[src/rtl/tug_pkg.sv]
// Shared definitions for the tug-of-war datapath: game states, LED patterns
// and the rope-position-to-LED mapping used by the referee and the cheer stage.
package tug_pkg;

   typedef enum logic [1:0] {
      PLAY  = 2'd0,
      LOCK  = 2'd1,
      WIN_R = 2'd2,
      WIN_L = 2'd3
   } tugState_e;

   localparam logic [6:0] SCORE_CENTER = 7'b0001000;
   localparam logic [6:0] SCORE_WIN_R  = 7'b0000111;
   localparam logic [6:0] SCORE_WIN_L  = 7'b1110000;
   localparam int         POS_MAX      = 3;

   // Rope position k lights bit (3-k); negative positions light toward the left end.
   function automatic logic [6:0] posToScore(input logic signed [2:0] pos);
      logic [6:0] pattern;
      case ($unsigned(pos))
         3'b001:  pattern = 7'b0000100;
         3'b010:  pattern = 7'b0000010;
         3'b011:  pattern = 7'b0000001;
         3'b111:  pattern = 7'b0010000;
         3'b110:  pattern = 7'b0100000;
         3'b101:  pattern = 7'b1000000;
         default: pattern = SCORE_CENTER;
      endcase
      return pattern;
   endfunction

   function automatic logic [6:0] stateToScore(input tugState_e state,
                                               input logic signed [2:0] pos);
      logic [6:0] pattern;
      case (state)
         WIN_R:   pattern = SCORE_WIN_R;
         WIN_L:   pattern = SCORE_WIN_L;
         default: pattern = posToScore(pos);
      endcase
      return pattern;
   endfunction

endpackage

[src/rtl/pb_edge.sv]
// Two-flop synchroniser for a raw push-button followed by a registered
// rising-edge detector; a held button yields exactly one press pulse.
module pb_edge (
   input  logic clk,
   input  logic rst,
   input  logic pb,
   output logic press
);

   logic sync1_q;
   logic sync2_q;
   logic prev_q;
   logic press_q;

   always_ff @(posedge clk or posedge rst) begin
      if (rst) begin
         sync1_q <= 1'b0;
         sync2_q <= 1'b0;
         prev_q  <= 1'b0;
         press_q <= 1'b0;
      end else begin
         sync1_q <= pb;
         sync2_q <= sync1_q;
         prev_q  <= sync2_q;
         press_q <= sync2_q & ~prev_q;
      end
   end

   assign press = press_q;

endmodule

[src/rtl/tug_referee.sv]
// Tug-of-war referee: turns synchronised button presses into rope moves,
// enforces the anti-mash lockout and detects the win at either end of the bar.
module tug_referee
   import tug_pkg::*;
#(
   parameter int LOCKOUT = 4,
   parameter int POS_MAX = 3
) (
   input  logic       clk,
   input  logic       rst,
   input  logic       pbl,
   input  logic       pbr,
   output logic [6:0] score,
   output logic       wingame,
   output logic       winner
);

   if (LOCKOUT < 0 || LOCKOUT > 15) begin : gBadLockout
      $error("tug_referee: LOCKOUT must be within 0..15");
   end
   if (POS_MAX != 3) begin : gBadPosMax
      $error("tug_referee: the 7-LED bar requires POS_MAX = 3");
   end

   localparam logic signed [2:0] PosHi   = 3'(POS_MAX);
   localparam logic signed [2:0] PosLo   = -3'(POS_MAX);
   localparam logic [3:0]        LockVal = 4'(LOCKOUT);

   logic pressL;
   logic pressR;

   pb_edge uEdgeL (.clk(clk), .rst(rst), .pb(pbl), .press(pressL));
   pb_edge uEdgeR (.clk(clk), .rst(rst), .pb(pbr), .press(pressR));

   tugState_e         state_q, state_d;
   logic signed [2:0] pos_q, pos_d;
   logic [3:0]        lockCnt_q, lockCnt_d;
   logic [6:0]        score_q, score_d;
   logic              wingame_q, wingame_d;
   logic              winner_q, winner_d;

   // Simultaneous presses cancel; win states only leave through reset.
   always_comb begin
      state_d   = state_q;
      pos_d     = pos_q;
      lockCnt_d = lockCnt_q;
      wingame_d = 1'b0;
      winner_d  = winner_q;
      case (state_q)
         PLAY: begin
            if (pressR && !pressL) begin
               if (pos_q == PosHi) begin
                  state_d   = WIN_R;
                  wingame_d = 1'b1;
                  winner_d  = 1'b1;
               end else begin
                  pos_d = pos_q + 3'sd1;
                  if (LOCKOUT != 0) begin
                     state_d   = LOCK;
                     lockCnt_d = LockVal;
                  end
               end
            end else if (pressL && !pressR) begin
               if (pos_q == PosLo) begin
                  state_d   = WIN_L;
                  wingame_d = 1'b1;
                  winner_d  = 1'b0;
               end else begin
                  pos_d = pos_q - 3'sd1;
                  if (LOCKOUT != 0) begin
                     state_d   = LOCK;
                     lockCnt_d = LockVal;
                  end
               end
            end
         end
         LOCK: begin
            if (lockCnt_q <= 4'd1) begin
               state_d   = PLAY;
               lockCnt_d = 4'd0;
            end else begin
               lockCnt_d = lockCnt_q - 4'd1;
            end
         end
         default: ;
      endcase
   end

   // The LED pattern trails the position/state by one registered cycle.
   always_comb begin
      score_d = stateToScore(state_q, pos_q);
   end

   always_ff @(posedge clk or posedge rst) begin
      if (rst) begin
         state_q   <= PLAY;
         pos_q     <= 3'sd0;
         lockCnt_q <= 4'd0;
         score_q   <= SCORE_CENTER;
         wingame_q <= 1'b0;
         winner_q  <= 1'b0;
      end else begin
         state_q   <= state_d;
         pos_q     <= pos_d;
         lockCnt_q <= lockCnt_d;
         score_q   <= score_d;
         wingame_q <= wingame_d;
         winner_q  <= winner_d;
      end
   end

   assign score   = score_q;
   assign wingame = wingame_q;
   assign winner  = winner_q;

endmodule

[config.mk]
export PLATFORM = sky130hd
export DESIGN_NAME = tug_referee
export DESIGN_NICKNAME = d
export VERILOG_FILES = /design/src/rtl/tug_pkg.sv /design/src/rtl/pb_edge.sv /design/src/rtl/tug_referee.sv
export SDC_FILE = /design/constraint.sdc
export NUM_CORES = 1
export LEC_CHECK = 0
export CORE_UTILIZATION = 50
export CTS_CLUSTER_SIZE = 40
export DETAILED_ROUTE_END_ITERATION = 16
export DONT_BUFFER_PORTS = 1
export SLEW_MARGIN = 20
export SYNTH_ARGS = -nofsm -noshare
export SYNTH_HDL_FRONTEND = slang
export SYNTH_SLANG_ARGS = --single-unit
[constraint.sdc]
create_clock -name clk -period 2.5 [get_ports clk]
set_input_delay 0.25 -clock clk [delete_from_list [all_inputs] [get_ports clk]]
set_output_delay 0.25 -clock clk [all_outputs]
set_load 0.1 [all_outputs]
==> results.ini, run 1 <==
[floorplanning]
dieArea_um2 = 2380
rows = 16
die_x_um = 48.8
die_y_um = 48.8
coreArea_um2 = 2000
initial_utilization_pct = 54.6
ios = 13

[timing]
tns_ns = 0
finalClockSkew_ns = 0.00294
period_minus_slack_ns = 1.86
maxSlewViolCount = 0
fin_crit_sh_pct = 74.3
slew_headroom_pct = 38.9
rsz0062_at_grt = false
finalHoldViolations = 0
setup_violations = 0
tightest_slew_ns = 0.915
holdWs_ns = 0.00690
max_freq_mhz = 538

[cts]
cts_tree = built
cts_buffers = 3
clkLatencyLatePin_ns = 0.32
hold_buffers = 2
post_cts_resized = 0
clkTransAtPathRegs_ns = 0.13
cts_buffer_depth = 2
postCtsSetupBuffers = 0
cts.sinks = 26
root_buffer = clkbuf_4
cts_max_level = 1

[setup_path]
worstPathMaxFanout = 6
crit_buf_inv = 1
worstSetupPathType = flop to flop
cp_slowest_cell = dfrtp_1
startpoint_type = flop
endpoint_kind = flop
critPathMaxStageDelay_ns = 0.37
critical_path.cell_chain = inv_1 > ha_1 > and4b_1 > or2_4 > nor3_4 > mux2_1
crit_family = simple AND/OR/NAND/NOR gates
required_ns = 2.71
crit_arrival_ns = 2.07

[job]
drv_cap = 0

[final_layout]
final_net_count = 104
fill_cells = 177
n_antenna_cell = 0
instances_no_fill = 121
drive_above_1_share_pct = 8.51
final_area_um2 = 1160
layout-area-overhead-vs-synth_pct = 6.52

[drt]
wl_um = 1650
remaining_drc_errors = 0
firstDrtPassIters = 4
drt_iter0_drc = 12
viasPerCell = 5.54
wl_per_cell_um = 13.6
vias = 670
antenna_left = 0

[hold_path]
hold_path_class = input pin to asynchronous set/reset pin

[place]
hpwl_um = 1170
port_buffers = 0
dp_cells = 115
dpl_cell_area_um2 = 1120
place.gp.congestion = 0.909

[yosys]
synth_edf_count = 0
yosys.area.top_type = dfrtp_1
synth_top_area_share_pct = 57.2
synth_commonest_cells = dfrtp_1, inv_1, nor2_1
synthArstFlopShare_pct = 100
yosysWarnings = 0
synth_flop_cell = dfrtp_1
syn_area_um2 = 1090
synthTopCellsByArea = dfrtp_1, ha_1, o31ai_1
synthCells = 90
syn-num-nets = 99
synth-seq-cells = 26
syn_avg_cell_area_um2 = 12.2
synth.most_common_cell = dfrtp_1
ys_types = 33
ys_seq_area_share_pct = 59.6

[status]
status = completed

[global_route]
antenna_found_initial = 0
grt_pass1_wl_um = 2950
grt_pass1_vias = 658
grt_util_all_layers_pct = 16.8
grt_max_degree = 27
grt-ovfl-total = 0

-- per-layer routing --
layer  global-route usage [%]  vias up  wire length [um]
met5                        0        -                 0
met4                     7.35        0                21
met3                     3.77        2                59
met2                     26.6       17               789
met1                     22.1      329               778
li1                         -      322                 -
-- cell families (layout without fill, tap and decap cells) --
kind of cell,after synthesis,count (layout),synth area share (%)
fa+ha+maj,5,5,6.41
simple gates,30,30,16.6
mux,2,2,2.06
xor+xnor,2,2,1.60
flops,26,26,59.6
compound gates,17,17,10.9
buf+inv,8,12,2.86
-- sequential cells by signal, indices dropped and copies added, names as in the netlist --
register / count
uEdgeL.press: 1
lockCnt_q: 4
uEdgeR.press: 1
uEdgeL.sync2_q: 1
uEdgeR.prev_q: 1
wingame: 1
uEdgeL.sync1_q: 1
uEdgeR.sync2_q: 1
pos_q: 3
state_q: 2
score: 7
uEdgeL.prev_q: 1
uEdgeR.sync1_q: 1
winner: 1
-- placed cells by master, fill, tap and decap left out, types with 3 or more instances in the layout --
master     n
nand2_1    5
nor2b_1    3
inv_1      6
ha_1       4
o31ai_1    5
clkbuf_4   3
nor2_1     6
dfrtp_1   25
nand2b_1   4
nor3_1     3
o21ai_0    3
-- final cells by class --
class | count | area (um2) | area share, %
tap | 27 | 33.8 | 2.90
clock buffer | 4 | 26.3 | 2.26
inverter | 6 | 22.5 | 1.93
timing repair buffer | 2 | 20.0 | 1.72
sequential | 26 | 652 | 56.0
multi-input combinational | 56 | 410 | 35.2
-- worst register-to-register path: stages, from the launching register on --
cell     delay [ns]
dfrtp_1        0.37
inv_1          0.05
ha_1           0.26
and4b_1        0.26
or2_4          0.28
nor3_4         0.20
mux2_1         0.34
-- metrics by stage --
step | worst slack, ns | utilization, %
2_1_floorplan | 0.760 | -
4_1_cts | 0.626 | 58.2
3_3_place_gp | 0.640 | 55.9
5_1_grt | 0.530 | 58.2
6_report | 0.641 | 58.2
3_5_place_dp | 0.645 | 55.9
-- worst paths after layout --
check | cells past startpoint | start | to | slack (ns)
setup / recovery | 6 | uEdgeL.press$_DFF_PP0_ | pos_q[1]$_DFFE_PP0P_ | 0.64
hold / removal | 1 | rst | score[1]$_DFF_PP0_ | 0.007
min in group clk | 0 | uEdgeR.sync1_q$_DFF_PP0_ | uEdgeR.sync2_q$_DFF_PP0_ | 0.36
setup reg to reg | 6 | uEdgeL.press$_DFF_PP0_ | pos_q[1]$_DFFE_PP0P_ | 0.64
max in group asynchronous | 1 | rst | pos_q[1]$_DFFE_PP0P_ | 1.94
hold reg to reg | 0 | uEdgeR.sync1_q$_DFF_PP0_ | uEdgeR.sync2_q$_DFF_PP0_ | 0.36
Power of run 1 is not shown: default switching activity piles up to over one toggle a cycle in this logic, so the estimate is an artifact.
==> inputs of run 2 (changes only) <==
Settings changed: PLACE_DENSITY set to 0.68.
Clock period 2.5 ns to 1.6 ns, I/O delays scaled along.
==> run 2 against run 1 <==
Effect of this change:
- the run now ends with setup timing left
- setup slack got worse by 0.70 ns
- hold slack improved by 0.31 ns
- critical endpoint unchanged
- sequential cell count unchanged
- first-iteration DRC count increased by 33%
- non-clock buffer count increased by 23
- routed wire length increased by 19%
==> results.ini, run 2 (synthesized netlist as in run 1, its figures left out) <==
[drt]
antenna_left = 0
wl_per_cell_um = 13.6
viasPerCell = 5.47
remaining_drc_errors = 0
vias = 787
firstDrtPassIters = 4
wl_um = 1960
drt_iter0_drc = 16

[timing]
maxSlewViolCount = 0
setup_violations = 1
rsz0062_at_grt = true
finalHoldViolations = 0
period_minus_slack_ns = 1.66
fin_crit_sh_pct = 104
worst_slack_ns = -0.0563
max_freq_mhz = 604
tightest_slew_ns = 0.551
finalClockSkew_ns = 0.00237
slew_headroom_pct = 63.2

[final_layout]
final_net_count = 127
largest_reg_flops = 7
layout_commonest_cell = dfrtp_1
drive_above_1_share_pct = 31.6
n_antenna_cell = 0
layout-area-overhead-vs-synth_pct = 28.5
instances_no_fill = 144
post-route-util_pct = 70.2
final_cell_mix = dfrtp_1, buf_4, nor2_1

[global_route]
antenna_found_initial = 0
grt_util_all_layers_pct = 19.4
grt_pass1_wl_um = 3430
grt-ovfl-total = 0
grt_max_degree = 16
grt_pass1_vias = 781

[status]
violations = setup timing
status = finished, violations left

[cts]
clkTransAtPathRegs_ns = 0.14
cts_max_level = 1
cts_buffers = 3
cts_tree = built
clkLatencyLatePin_ns = 0.32
cts.sinks = 26
cts_buffer_depth = 2
root_buffer = clkbuf_4

[place]
port_buffers = 0
hpwl_um = 1410
dp_cells = 135
place.gp.congestion = 0.838

[setup_path]
startpoint_type = flop
endpoint_kind = flop
crit_arrival_ns = 1.88
cp_slowest_cell = dfrtp_1
crit_family = simple AND/OR/NAND/NOR gates
critPathMaxStageDelay_ns = 0.44
worstSetupPathType = flop to flop
critical_path.cell_chain = ha_4 > and4b_1 > or2_4 > nor3_4 > mux2_4
crit_buf_inv = 0
required_ns = 1.82
worstPathMaxFanout = 5

[job]
drv_cap = 0

[floorplanning]
dieArea_um2 = 2380
coreArea_um2 = 2000
die_x_um = 48.8
die_y_um = 48.8
rows = 16
initial_utilization_pct = 54.6
ios = 13

[hold_path]
hold_path_class = input pin to asynchronous set/reset pin

run 2: what timing repair did:
action,in CTS,in global routing
endpoints found under the setup margin,7,8
hold buffers,3,0
endpoints found under the hold margin,15,0
buffers inserted,2,0
gates resized for setup,4,3
pin swaps,1,1
run 2: cell type report:
type | count | area (um2)
flip-flops and latches | 26 | 652
fillers | 137 | 597
multi-input cells | 56 | 449
repair buffers | 25 | 195
well taps | 27 | 33.8
clock inverters | 1 | 30.0
clock buffers | 3 | 22.5
inverters | 6 | 22.5
run 2: per-layer routing:
layer	vias to the layer above	part of all wire (%)	GRT usage [%]
met1	385	46	23.8
li1	371	-	-
met3	4	4.5	4.09
met4	0	2.0	9.31
met2	27	48	32.6
met5	-	0	0
run 2: path summary, 6_finish.rpt:
kind                                          startpoint                  endpoint  slack (ns)  cells past startpoint
worst min register to register  uEdgeL.sync1_q$_DFF_PP0_  uEdgeL.sync2_q$_DFF_PP0_        0.38                      0
worst max-delay path              uEdgeR.press$_DFF_PP0_      pos_q[1]$_DFFE_PP0P_       -0.06                      5
min in group clk                uEdgeL.sync1_q$_DFF_PP0_  uEdgeL.sync2_q$_DFF_PP0_        0.38                      0
worst min-delay path                                 rst  lockCnt_q[0]$_DFFE_PP0P_        0.31                      2
max in group asynchronous                            rst    uEdgeL.press$_DFF_PP0_        0.73                      3
worst max register to register    uEdgeR.press$_DFF_PP0_      pos_q[1]$_DFFE_PP0P_       -0.06                      5
run 2: metrics by stage:
| stage | hold WS [ns] | cell area [um2] | setup WS (ns) | setup TNS (ns) |
|---|---|---|---|---|
| floorplan | 0.191 | 1100 | -0.0541 | -0.0541 |
| finish | 0.312 | 1410 | -0.0563 | -0.0563 |
| global placement | 0.116 | 1280 | -0.0486 | -0.0783 |
| detailed placement | 0.130 | 1280 | -0.0878 | -0.160 |
| global route | 0.347 | 1410 | -0.119 | -0.251 |
| CTS | 0.318 | 1390 | -0.0834 | -0.128 |
Power of run 2 is left out for the same reason.
==> inputs of run 3 (changes only) <==
Settings changed: MAX_ROUTING_LAYER set to met4.
==> run 3 against run 2 <==
Effect of this change:
- the run still ends with setup timing left
- register-to-register slack barely moved
- die area is the same
- setup slack about the same
- highest routed layer unchanged
- largest cell class unchanged
==> results.ini, run 3 (synthesized netlist as in run 1, its figures left out) <==
[floorplanning]
dieArea_um2 = 2380
ios = 13
die_x_um = 48.8
rows = 16
initial_utilization_pct = 54.6
die_y_um = 48.8
coreArea_um2 = 2000

[timing]
maxSlewViolCount = 0
tightest_slew_ns = 0.551
finalHoldViolations = 0
finalClockSkew_ns = 0.00238
rsz0062_at_grt = true
max_freq_mhz = 604
setup_violations = 1
holdWs_ns = 0.312
slew_headroom_pct = 63.2
period_minus_slack_ns = 1.66
worst_slack_ns = -0.0563
fin_crit_sh_pct = 104

[drt]
wl_per_cell_um = 13.6
vias = 787
viasPerCell = 5.47
remaining_drc_errors = 0
antenna_left = 0
wl_um = 1960
drt_iter0_drc = 16
firstDrtPassIters = 4

[final_layout]
final_net_count = 127
post-route-util_pct = 70.2
drive_above_1_share_pct = 31.6
final_cell_mix = dfrtp_1, buf_4, nor2_1
instances_no_fill = 144
multi_input_comb_area_um2 = 449
fill_cells = 137
seqCellArea_um2 = 652
n_antenna_cell = 0
layout_commonest_cell = dfrtp_1
largest_reg_flops = 7
layout-area-overhead-vs-synth_pct = 28.5

[place]
hpwl_um = 1410
place.gp.congestion = 0.851
port_buffers = 0
dp_cells = 135

[job]
drv_cap = 0

[cts]
cts_max_level = 1
cts_buffers = 3
cts_tree = built
clkLatencyLatePin_ns = 0.32
cts.sinks = 26
clkTransAtPathRegs_ns = 0.14
root_buffer = clkbuf_4
cts_buffer_depth = 2

[global_route]
grt_util_all_layers_pct = 20.0
grt-ovfl-total = 0
grt_pass1_vias = 785
antenna_found_initial = 0
grt_pass1_wl_um = 3430
grt_max_degree = 16

[setup_path]
cp.depth = 5
worstPathMaxFanout = 5
required_ns = 1.82
startpoint = uEdgeR.press$_DFF_PP0_
crit_family = simple AND/OR/NAND/NOR gates
critPathMaxStageDelay_ns = 0.44
crit_buf_inv = 0
crit_arrival_ns = 1.88
critical_path.cell_chain = ha_4 > and4b_1 > or2_4 > nor3_4 > mux2_4
rr_worst_depth = 5
startpoint_type = flop
cp_slowest_cell = dfrtp_1
endpoint_kind = flop
r2r-start = uEdgeR.press$_DFF_PP0_
worstSetupPathType = flop to flop

[status]
status = finished, violations left
violations = setup timing

[hold_path]
hold_path_class = input pin to asynchronous set/reset pin

run 3: final cells by class:
type | count | area share (%)
clock buffer | 3 | 1.60
inverter | 6 | 1.60
multi-input combinational | 56 | 32.0
tap | 27 | 2.40
sequential | 26 | 46.4
timing repair buffer | 25 | 13.9
clock inverter | 1 | 2.14
run 3: final timing paths:
path	endpoint	slack, ns
hold / removal	lockCnt_q[0]$_DFFE_PP0P_	0.31
min in group clk	uEdgeL.sync2_q$_DFF_PP0_	0.38
hold reg to reg	uEdgeL.sync2_q$_DFF_PP0_	0.38
setup / recovery	pos_q[1]$_DFFE_PP0P_	-0.06
max in group asynchronous	uEdgeL.press$_DFF_PP0_	0.73
setup reg to reg	pos_q[1]$_DFFE_PP0P_	-0.06
run 3: stage by stage:
| stage | setup TNS [ns] | instance area [um2] | worst slack (ns) |
|---|---|---|---|
| floorplan | -0.0541 | 1100 | -0.0541 |
| global placement | -0.0783 | 1280 | -0.0486 |
| detailed placement | -0.160 | 1280 | -0.0878 |
| CTS | -0.128 | 1390 | -0.0834 |
| global route | -0.251 | 1410 | -0.119 |
| finish | -0.0563 | 1410 | -0.0563 |
run 3: repair_timing:
action | CTS | global route
buffers inserted | 2 | 0
resized for setup | 4 | 3
endpoints found under the setup margin | 7 | 8
hold buffers | 3 | 0
endpoints found under the hold margin | 15 | 0
pin swaps | 1 | 1
run 3: per-layer routing:
layer / vias to the layer above / global-route usage [%] / wire length [um] / part of all wire (%)
met4: 0 / 9.31 / 40 / 2.0
met3: 4 / 3.77 / 82 / 4.2
met2: 26 / 32.6 / 929 / 47
met1: 386 / 24.0 / 904 / 46
met5: - / - / 0 / 0
li1: 371 / - / - / -
Power of run 3 is left out for the same reason.
